$ cat src/rtl/lm07_multi_reader.sv
// lm07_multi_reader: round-robin SPI poller for LM07-class sensors with BCD conversion and 7-segment scan
module lm07_multi_reader #(
   parameter int N_CH       = 2,
   parameter int DATA_BITS  = 16,
   parameter int FRAC_SHIFT = 7,
   parameter int CLK_DIV    = 4,
   parameter int GAP_CYCLES = 8,
   parameter int SCAN_DIV   = 16
) (
   input  logic            SYSCLK,
   input  logic            RST,
   input  logic            SIO,
   output logic [N_CH-1:0] CS,
   output logic            SCK,
   input  logic [2:0]      DISP_SEL,
   output logic [8:0]      temp,
   output logic [N_CH-1:0] err,
   output logic            frame_done,
   output logic [2:0]      frame_ch,
   output logic [3:0]      disp,
   output logic [7:0]      dataSeg
);
   localparam int CHW = N_CH > 1 ? $clog2(N_CH) : 1;
   localparam int NS  = 1 << CHW;
   typedef enum logic [2:0] {IDLE, SETUP, SHIFT, HOLD, CONVERT, STORE} state_t;
   state_t               state_q, state_d;
   logic [15:0]          cnt_q, cnt_d;
   logic [4:0]           bit_q, bit_d;
   logic [CHW-1:0]       ch_q, ch_d, sel;
   logic [DATA_BITS-1:0] frame_q, frame_d;
   logic [20:0]          dd_q, dd_d;
   logic [8:0]           val_q [NS];
   logic [8:0]           val_d [NS];
   logic [11:0]          bcd_q [NS];
   logic [11:0]          bcd_d [NS];
   logic [NS-1:0]        err_q, err_d;
   logic [15:0]          scan_q, scan_d;
   logic [1:0]           dig_q, dig_d;
   logic [8:0]           temp_q, temp_d, value, mag;
   logic [3:0]           disp_q, disp_d;
   logic [7:0]           seg_q, seg_d;
   logic [11:0]          adj, bcd_s;
   logic                 err_s;

   function automatic logic [7:0] seg7(input logic [3:0] d);
      case (d)
         4'd0: return 8'hFC;
         4'd1: return 8'h60;
         4'd2: return 8'hDA;
         4'd3: return 8'hF2;
         4'd4: return 8'h66;
         4'd5: return 8'hB6;
         4'd6: return 8'hBE;
         4'd7: return 8'hE0;
         4'd8: return 8'hFE;
         4'd9: return 8'hF6;
         default: return 8'h00;
      endcase
   endfunction

   function automatic logic [3:0] add3(input logic [3:0] n);
      return n >= 4'd5 ? n + 4'd3 : n;
   endfunction

   always_ff @(posedge SYSCLK)
      if (RST) begin
         state_q <= IDLE;
         cnt_q   <= '0;
         bit_q   <= '0;
      end else begin
         state_q <= state_d;
         cnt_q   <= cnt_d;
         bit_q   <= bit_d;
      end

   always_comb begin
      state_d = state_q;
      cnt_d   = cnt_q + 16'd1;
      bit_d   = bit_q;
      case (state_q)
         IDLE:    if (cnt_q == 16'(GAP_CYCLES-1)) begin state_d = SETUP; cnt_d = '0; end
         SETUP:   if (cnt_q == 16'(CLK_DIV-1)) begin state_d = SHIFT; cnt_d = '0; bit_d = '0; end
         SHIFT:   if (cnt_q == 16'(2*CLK_DIV-1)) begin
                     cnt_d = '0;
                     bit_d = bit_q + 5'd1;
                     if (bit_q == 5'(DATA_BITS-1)) state_d = HOLD;
                  end
         HOLD:    if (cnt_q == 16'(CLK_DIV-1)) begin state_d = CONVERT; cnt_d = '0; end
         CONVERT: if (cnt_q == 16'd8) begin state_d = STORE; cnt_d = '0; end
         default: begin state_d = IDLE; cnt_d = '0; end
      endcase
   end

   always_comb begin
      CS         = state_q inside {SETUP, SHIFT, HOLD} ? ~(N_CH'(1) << ch_q) : '1;
      SCK        = state_q == SHIFT && cnt_q < 16'(CLK_DIV);
      frame_done = state_q == STORE;
      frame_ch   = 3'(ch_q);
   end

   // SIO is captured on the edge that raises SCK, i.e. whenever a new SHIFT bit period starts
   always_comb begin
      frame_d = state_d == SHIFT && cnt_d == '0 ? {frame_q[DATA_BITS-2:0], SIO} : frame_q;
      value   = 9'($signed(frame_q) >>> FRAC_SHIFT);
      mag     = value[8] ? 9'(-value) : value;
      adj     = {add3(dd_q[20:17]), add3(dd_q[16:13]), add3(dd_q[12:9])};
      dd_d    = state_q == HOLD ? {12'd0, mag} : state_q == CONVERT ? {adj, dd_q[8:0]} << 1 : dd_q;
      ch_d    = state_q == STORE ? (ch_q == CHW'(N_CH-1) ? '0 : ch_q + 1'b1) : ch_q;
      val_d   = val_q;
      bcd_d   = bcd_q;
      err_d   = err_q;
      if (state_q == STORE) begin
         err_d[ch_q] = &frame_q;
         if (!(&frame_q)) begin
            val_d[ch_q] = value;
            bcd_d[ch_q] = dd_q[20:9];
         end
      end
   end

   // display reads the next-state store so a fresh result shows the cycle after STORE
   always_comb begin
      sel    = {1'b0, DISP_SEL} < 4'(N_CH) ? DISP_SEL[CHW-1:0] : '0;
      scan_d = scan_q == 16'(SCAN_DIV-1) ? '0 : scan_q + 16'd1;
      dig_d  = scan_q == 16'(SCAN_DIV-1) ? dig_q + 2'd1 : dig_q;
      bcd_s  = bcd_d[sel];
      err_s  = err_d[sel];
      temp_d = val_d[sel];
      disp_d = 4'b0001 << dig_d;
      seg_d  = err_s ? 8'h02 :
               dig_d == 2'd0 ? seg7(bcd_s[3:0]) :
               dig_d == 2'd1 ? (bcd_s[11:4] == '0 ? 8'h00 : seg7(bcd_s[7:4])) :
               dig_d == 2'd2 ? (bcd_s[11:8] == '0 ? 8'h00 : seg7(bcd_s[11:8])) :
               (temp_d[8] ? 8'h02 : 8'h00);
   end

   always_ff @(posedge SYSCLK)
      if (RST) begin
         ch_q    <= '0;
         frame_q <= '0;
         dd_q    <= '0;
         val_q   <= '{default: '0};
         bcd_q   <= '{default: '0};
         err_q   <= '0;
         scan_q  <= '0;
         dig_q   <= '0;
         temp_q  <= '0;
         disp_q  <= 4'b0001;
         seg_q   <= 8'hFC;
      end else begin
         ch_q    <= ch_d;
         frame_q <= frame_d;
         dd_q    <= dd_d;
         val_q   <= val_d;
         bcd_q   <= bcd_d;
         err_q   <= err_d;
         scan_q  <= scan_d;
         dig_q   <= dig_d;
         temp_q  <= temp_d;
         disp_q  <= disp_d;
         seg_q   <= seg_d;
      end

   assign err     = err_q[N_CH-1:0];
   assign temp    = temp_q;
   assign disp    = disp_q;
   assign dataSeg = seg_q;
endmodule

$ cat config.mk
export PLATFORM = sky130hd
export DESIGN_NAME = lm07_multi_reader
export DESIGN_NICKNAME = d
export VERILOG_FILES = /design/src/rtl/lm07_multi_reader.sv
export SDC_FILE = /design/constraint.sdc
export NUM_CORES = 1
export LEC_CHECK = 0
export BUFFER_PORTS_ARGS = -buffer_cell sky130_fd_sc_hd__buf_2
export CORE_MARGIN = 3
export CORE_UTILIZATION = 35
export CTS_CLUSTER_SIZE = 25
export DETAILED_ROUTE_END_ITERATION = 10
export GPL_ROUTABILITY_DRIVEN = 0
export MAX_ROUTING_LAYER = met4
export PLACE_DENSITY = 0.62
export SYNTH_ARGS = -nofsm -noshare
export SYNTH_HDL_FRONTEND = slang
export SYNTH_SLANG_ARGS = --single-unit
export TNS_END_PERCENT = 100
$ cat constraint.sdc
create_clock -name SYSCLK -period 3.8 [get_ports SYSCLK]
set_input_delay 0 -clock SYSCLK [delete_from_list [all_inputs] [get_ports SYSCLK]]
set_output_delay 0 -clock SYSCLK [all_outputs]
set_load 0.01 [all_outputs]
* After elaboration in Yosys (flattened, before gate mapping) *
Memories as Yosys holds them, arrays and structs flattened.
Index checks and enable logic that the tools add are counted.

word-level totals
  bits in registers = 145
  bits in latches = 0
  bits in writable memories = 0
  bits in read-only memories = 336
  input bits = 6
  output and inout port bits = 30
  memories kept = 3

memory list
  memory            depth  bits a word  read ports  clocked after Yosys merged registers in  wr ports  line  RTL
  (name not given)  16     7            1           0                                        0         46    case (d)
  (name not given)  16     7            1           0                                        0         46
  (name not given)  16     7            1           0                                        0         46

cells by class
  add/subtract/negate cells = 9
  multiply operators = 0
  divide/modulo/power cells = 0
  order comparisons = 11
  eq/ne operators = 15
  shifts and indexed selects = 2
  muxes and demuxes = 53
  bitwise gates (word level) = 3
  reductions and logical operators = 19

operators by type and width
  operator                                                                       count
  9-bit two-way mux                                                              7
  12-bit two-way mux                                                             4
  16-bit two-way mux                                                             3
  24-bit two-way mux                                                             2
  8-bit two-way mux                                                              6
  16-bit case mux with 3 select lines                                            1
  18-bit two-way mux                                                             2
  16-bit by 1-bit adder with 16-bit output, second input constant                2
  16-bit by 4-bit equality test with 1-bit output, second input constant         2
  24-bit bitwise mux                                                             1
  3-bit two-way mux                                                              7
  18-bit bitwise mux                                                             1
  16-bit by 2-bit equality test with 1-bit output, second input constant         1
  16-bit by 3-bit equality test with 1-bit output, second input constant         1
  16-bit logical NOT                                                             1
  16-bit by 3-bit less-than comparator with 1-bit output, second input constant  1
  16-bit AND reduction                                                           1
  3-bit case mux with 5 select lines                                             1
  12-bit demux with 1-bit select                                                 1
  4-bit by 3-bit >= comparator with 1-bit output, second input constant          3
  5-bit two-way mux                                                              2
  5-bit case mux with 2 select lines                                             1
  2-bit OR reduction                                                             5
  9-bit demux with 1-bit select                                                  1
  35 further kinds                                                               55

* Longest topological paths before layout *
  depth in word-level cells = 17
  depth in mapped cells = 15
  depth with buffers taken out = 12

* Worst setup path before layout *
OpenSTA, ideal clock, no wires.

  path type = register -> register
  from = register state_q[0]
  to = register seg_q[6], in the netlist dataSeg[6]
  arrival time = 2.837 ns
  path slack = 0.841 ns
  cell stages (with the launch flop) = 14
  buffers on the path = 3
  cell sequence = dfxtp_1 > buf_2 > nand3b_1 > inv_2 > nand2_1 > o21ai_0 > buf_2 > buf_1 > o211ai_1 > ha_1 > nand2_1 > a22oi_1 > o22ai_1 > a221o_1

between the ends
  cells in the longest elaborated chain, start to end = 11
  elaborated cells between the ends (all ways) = 19
  classes of those cells = eq/ne: 1; mux: 13; reduce/logical: 2; memory: 3

ends and longest elaborated chain
  element                                                      line  RTL
  start: declaration                                           26    state_t state_q, state_d;
  start signal: assignment                                     71    state_q <= state_d;
  3-bit equality test *                                        -
  named net frame_done                                         18    output logic frame_done,
  24-bit two-way mux                                           112   if (state_q == STORE) begin
  12-bit two-way mux (not written as such) (3 in a row)        126   bcd_s = bcd_d[sel];
  memory read 16 x 7 bit or 4-bit logical NOT (tied branches)  -
  8-bit two-way mux (2 in a row)                               133   dig_d == 2'd2 ? (bcd_s[11:8] == '0 ? 8'h00 : seg7(bcd_s[11:8])) :
  8-bit two-way mux                                            132   dig_d == 2'd1 ? (bcd_s[11:4] == '0 ? 8'h00 : seg7(bcd_s[7:4])) :
  8-bit two-way mux                                            131   dig_d == 2'd0 ? seg7(bcd_s[3:0]) :
  8-bit two-way mux *                                          130   seg_d = err_s ? 8'h02 :
  end signal: assignment                                       161   seg_q <= seg_d;
  end: declaration                                             41    logic [7:0] seg_q, seg_d;

Mark *: on every way through the listed nets, which the timed path passes. The rest lies on a longest branch. The select of a mux whose other input is x is not followed.
A chain may end at the register's enable or synchronous reset.

* Final worst setup path *
  from = register state_q[0]
  to = register seg_q[1], in the netlist dataSeg[1]

between the ends
  cells in the longest elaborated chain, start to end = 11
  elaborated cells between the ends (all ways) = 24
  classes of those cells = eq/ne: 1; mux: 18; reduce/logical: 2; memory: 3

ends and longest elaborated chain
  element                                                      line
  3-bit equality test *                                        112
  24-bit two-way mux                                           112
  12-bit two-way mux (not written as such) (3 in a row)        126
  memory read 16 x 7 bit or 4-bit logical NOT (tied branches)  -
  8-bit two-way mux (2 in a row)                               133
  8-bit two-way mux                                            132
  8-bit two-way mux                                            131
  8-bit two-way mux *                                          130

Mark *: on every way between the ends. The rest lies on a longest branch, timed or not. The select of a mux whose other input is x is not followed.

==> flow_metrics.env <==
export IMPL_grt_pass1_wl_mm=30.6
export IMPL_status="complete, no violations"
export IMPL_fin_worst_skew_ps=12.1
export IMPL_crit_required_ps=4080
export IMPL_synth_flop_cell="dfxtp_1"
export IMPL_maxCapViolations=0
export IMPL_cts_tree="built"
export IMPL_drc=0
export IMPL_rsz0062_at_grt="no"
export IMPL_nets=978
export IMPL_layout_common_cells="nand2_1, dfxtp_1, nor2_1"
export IMPL_setup_viol=0
export IMPL_slowest_stage="dfxtp_1"
export IMPL_clk_latency_ps=430
export IMPL_drt_iter0_markers=469
export IMPL_cts_buffer_depth=2
export IMPL_worstPathArrival_ps=3720
export IMPL_die_y_um=152
export IMPL_grt_pass1_vias=6063
export IMPL_dr_pass1_iters=5
export IMPL_synth_async_reset_ratio_pct=0
export IMPL_wirelength_mm=17.9
export IMPL_yosys_register_bits=144
export IMPL_timing_final_max_slew_violations=0
export IMPL_wire_per_inst_um=14.6
export IMPL_start_kind="flop"
export IMPL_holdWs_ps=55.2
export IMPL_avgSynthCellArea_sq_um=7.93
export IMPL_cts_root_buf="clkbuf_16"
export IMPL_ant_nets=0
export IMPL_grt_overflow=0
export IMPL_path_common_cell="o211ai_1"
export IMPL_hold_violations=0
export IMPL_cts_buffers=17
export IMPL_min_period_over_period_pct=90.6
export IMPL_cp_end_kind="flop"
export IMPL_routed_via_density=5.21
export IMPL_ir_drop_mv=0.255
export IMPL_synth_edff_count=0
export IMPL_ys_types=76
export IMPL_critPathBufInv=1
export IMPL_p_per_area_nw_per_um2=398
export IMPL_grt_max_degree=42
export IMPL_cts_setup_buffers=0
export IMPL_synth_cell_area_sq_um=7490
export IMPL_final_fill_count=2108
export IMPL_multi_input_area_sq_um=4200
export IMPL_max_stage_delay_ps=510
export IMPL_min_path_type="in -> reg"
export IMPL_initial_core_util_pct=36.3
export IMPL_clk_pin_slew_worst_paths_ps=60
export IMPL_ios=36
export IMPL_fp_row_count=52
export IMPL_ys_seq_area_share_pct=38.5
export IMPL_ys_warn_count=0
export IMPL_final_common_cell="nand2_1"
export IMPL_diodes=0
export IMPL_path_cells="nand3b_1 > inv_2 > nand2b_1 > nor3_2 > a2bb2oi_1 > o211ai_1 > ha_1 > nand2_1 > nor3_1 > a211oi_2 > o311ai_0 > o211ai_1"
export IMPL_cp_max_fo=9
export IMPL_p_leak_uw=0.00321
export IMPL_syn2layout_area_growth_pct=11.9
export IMPL_syn_inst=945
export IMPL_period_needed_ps=3440
export IMPL_drive_gt1_share_pct=10.6
export IMPL_die_w_um=152
export IMPL_seq_area_sq_um=2880
export IMPL_clock_sinks=144
export IMPL_crit_type="reg -> reg"
export IMPL_dpl_hpwl_mm=12.5
export IMPL_portBuffers=32
export IMPL_htreeDepth=4
export IMPL_cts_resized_gates=0
export IMPL_antenna_found_initial=0
export IMPL_tightest_slew_ps=739
export IMPL_grt_use_total_pct=16.1
export IMPL_hold_buffers=1
export IMPL_num_vias=6389
export IMPL_slew_headroom_pct=50.5
export IMPL_final_setup_tns_ps=0
export IMPL_core_area_sq_um=20600
export IMPL_cp_top_family="simple AND/OR/NAND/NOR gates"
export IMPL_fmax_ghz=0.291
export IMPL_die_area_sq_um=23200
-- per-layer routing --
metal	global-route usage [%]	vias up	wire length, um
met2	25.1	135	8330
met1	20.8	2971	8460
li1	-	3259	-
met5	-	-	0
met3	3.49	24	835
met4	5.22	0	267
-- final cells by class --
| type | count | area share (%) |
|---|---|---|
| flip-flops and latches | 144 | 34.4 |
| inverters | 27 | 1.21 |
| repair buffers | 49 | 3.46 |
| clock inverters | 11 | 1.60 |
| multi-input cells | 705 | 50.1 |
| well taps | 270 | 4.03 |
| clock buffers | 20 | 5.21 |
-- sequential cells by signal, summed over array words and instances (netlist names) --
signal and count:
bcd_q 24, dd_q 21, val_q 18, cnt_q 16, frame_q 16, scan_q 16, temp 9, dataSeg 7
bit_q 5, disp 4, state_q 3, dig_q 2, err 2, ch_q 1
-- power breakdown --
part,total (uW),leakage (uW),internal [uW],switching (uW)
sequential,1530,0.00116,1520,8.31
combinational,164,0.00178,58.8,105
clock,1640,0.000269,971,672
total,3340,0.00321,2550,785
-- synth_stat cells (8+ instances only) --
| cell type | count | share of area (%) |
|---|---|---|
| and3_1 | 11 | 0.92 |
| ha_1 | 28 | 4.7 |
| and2_1 | 8 | 0.67 |
| nand4_1 | 10 | 0.84 |
| nor2_1 | 127 | 6.4 |
| nand2_1 | 167 | 8.4 |
| xnor2_1 | 23 | 2.7 |
| buf_2 | 14 | 0.94 |
| o21ai_0 | 21 | 1.4 |
| nand3_1 | 18 | 1.2 |
| o211ai_1 | 10 | 1.0 |
| nand2b_1 | 8 | 0.67 |
| clkbuf_1 | 44 | 2.2 |
| a21oi_1 | 79 | 5.3 |
| nor3_1 | 20 | 1.3 |
| dfxtp_1 | 144 | 38 |
| o32ai_1 | 9 | 1.1 |
| xor2_1 | 21 | 2.5 |
| inv_1 | 26 | 1.3 |
| mux2i_1 | 23 | 3.1 |
-- final timing paths --
path                               from               endpoint  slack [ps]  depth (start not counted)
setup reg to reg  state_q[0]$_SDFF_PP0_  dataSeg[1]$_SDFF_PP0_         360                         12
hold reg to reg    scan_q[0]$_SDFF_PP0_   scan_q[0]$_SDFF_PP0_         440                          1
hold / removal                      RST  bit_q[1]$_SDFFE_PP0P_          60                          2
setup / recovery  state_q[0]$_SDFF_PP0_  dataSeg[1]$_SDFF_PP0_         360                         12
-- per-stage QoR --
step	total power (uW)	util, %	cell area [sq um]	worst slack [ps]	std cells
CTS	3370	40.6	8380	417	1226
floorplan	1690	-	7500	841	947
detailed placement	1730	37.8	7800	436	1194
global placement	1730	37.8	7800	471	1194
global route	3460	40.6	8380	19.8	1226
finish	3340	40.6	8380	358	1226
-- cells by family after synthesis --
group	after synthesis	share of synthesized area (%)
AO/OA/AOI/OAI	195	17.6
XOR/XNOR	45	5.36
adder cells (fa/ha/maj)	28	4.68
buffers and inverters	98	5.70
flip-flops	144	38.5
multiplexers	23	3.07
other	1	0.0501
AND/OR/NAND/NOR	411	25.0
No activity file was read; power rests on OpenSTA's default activity.
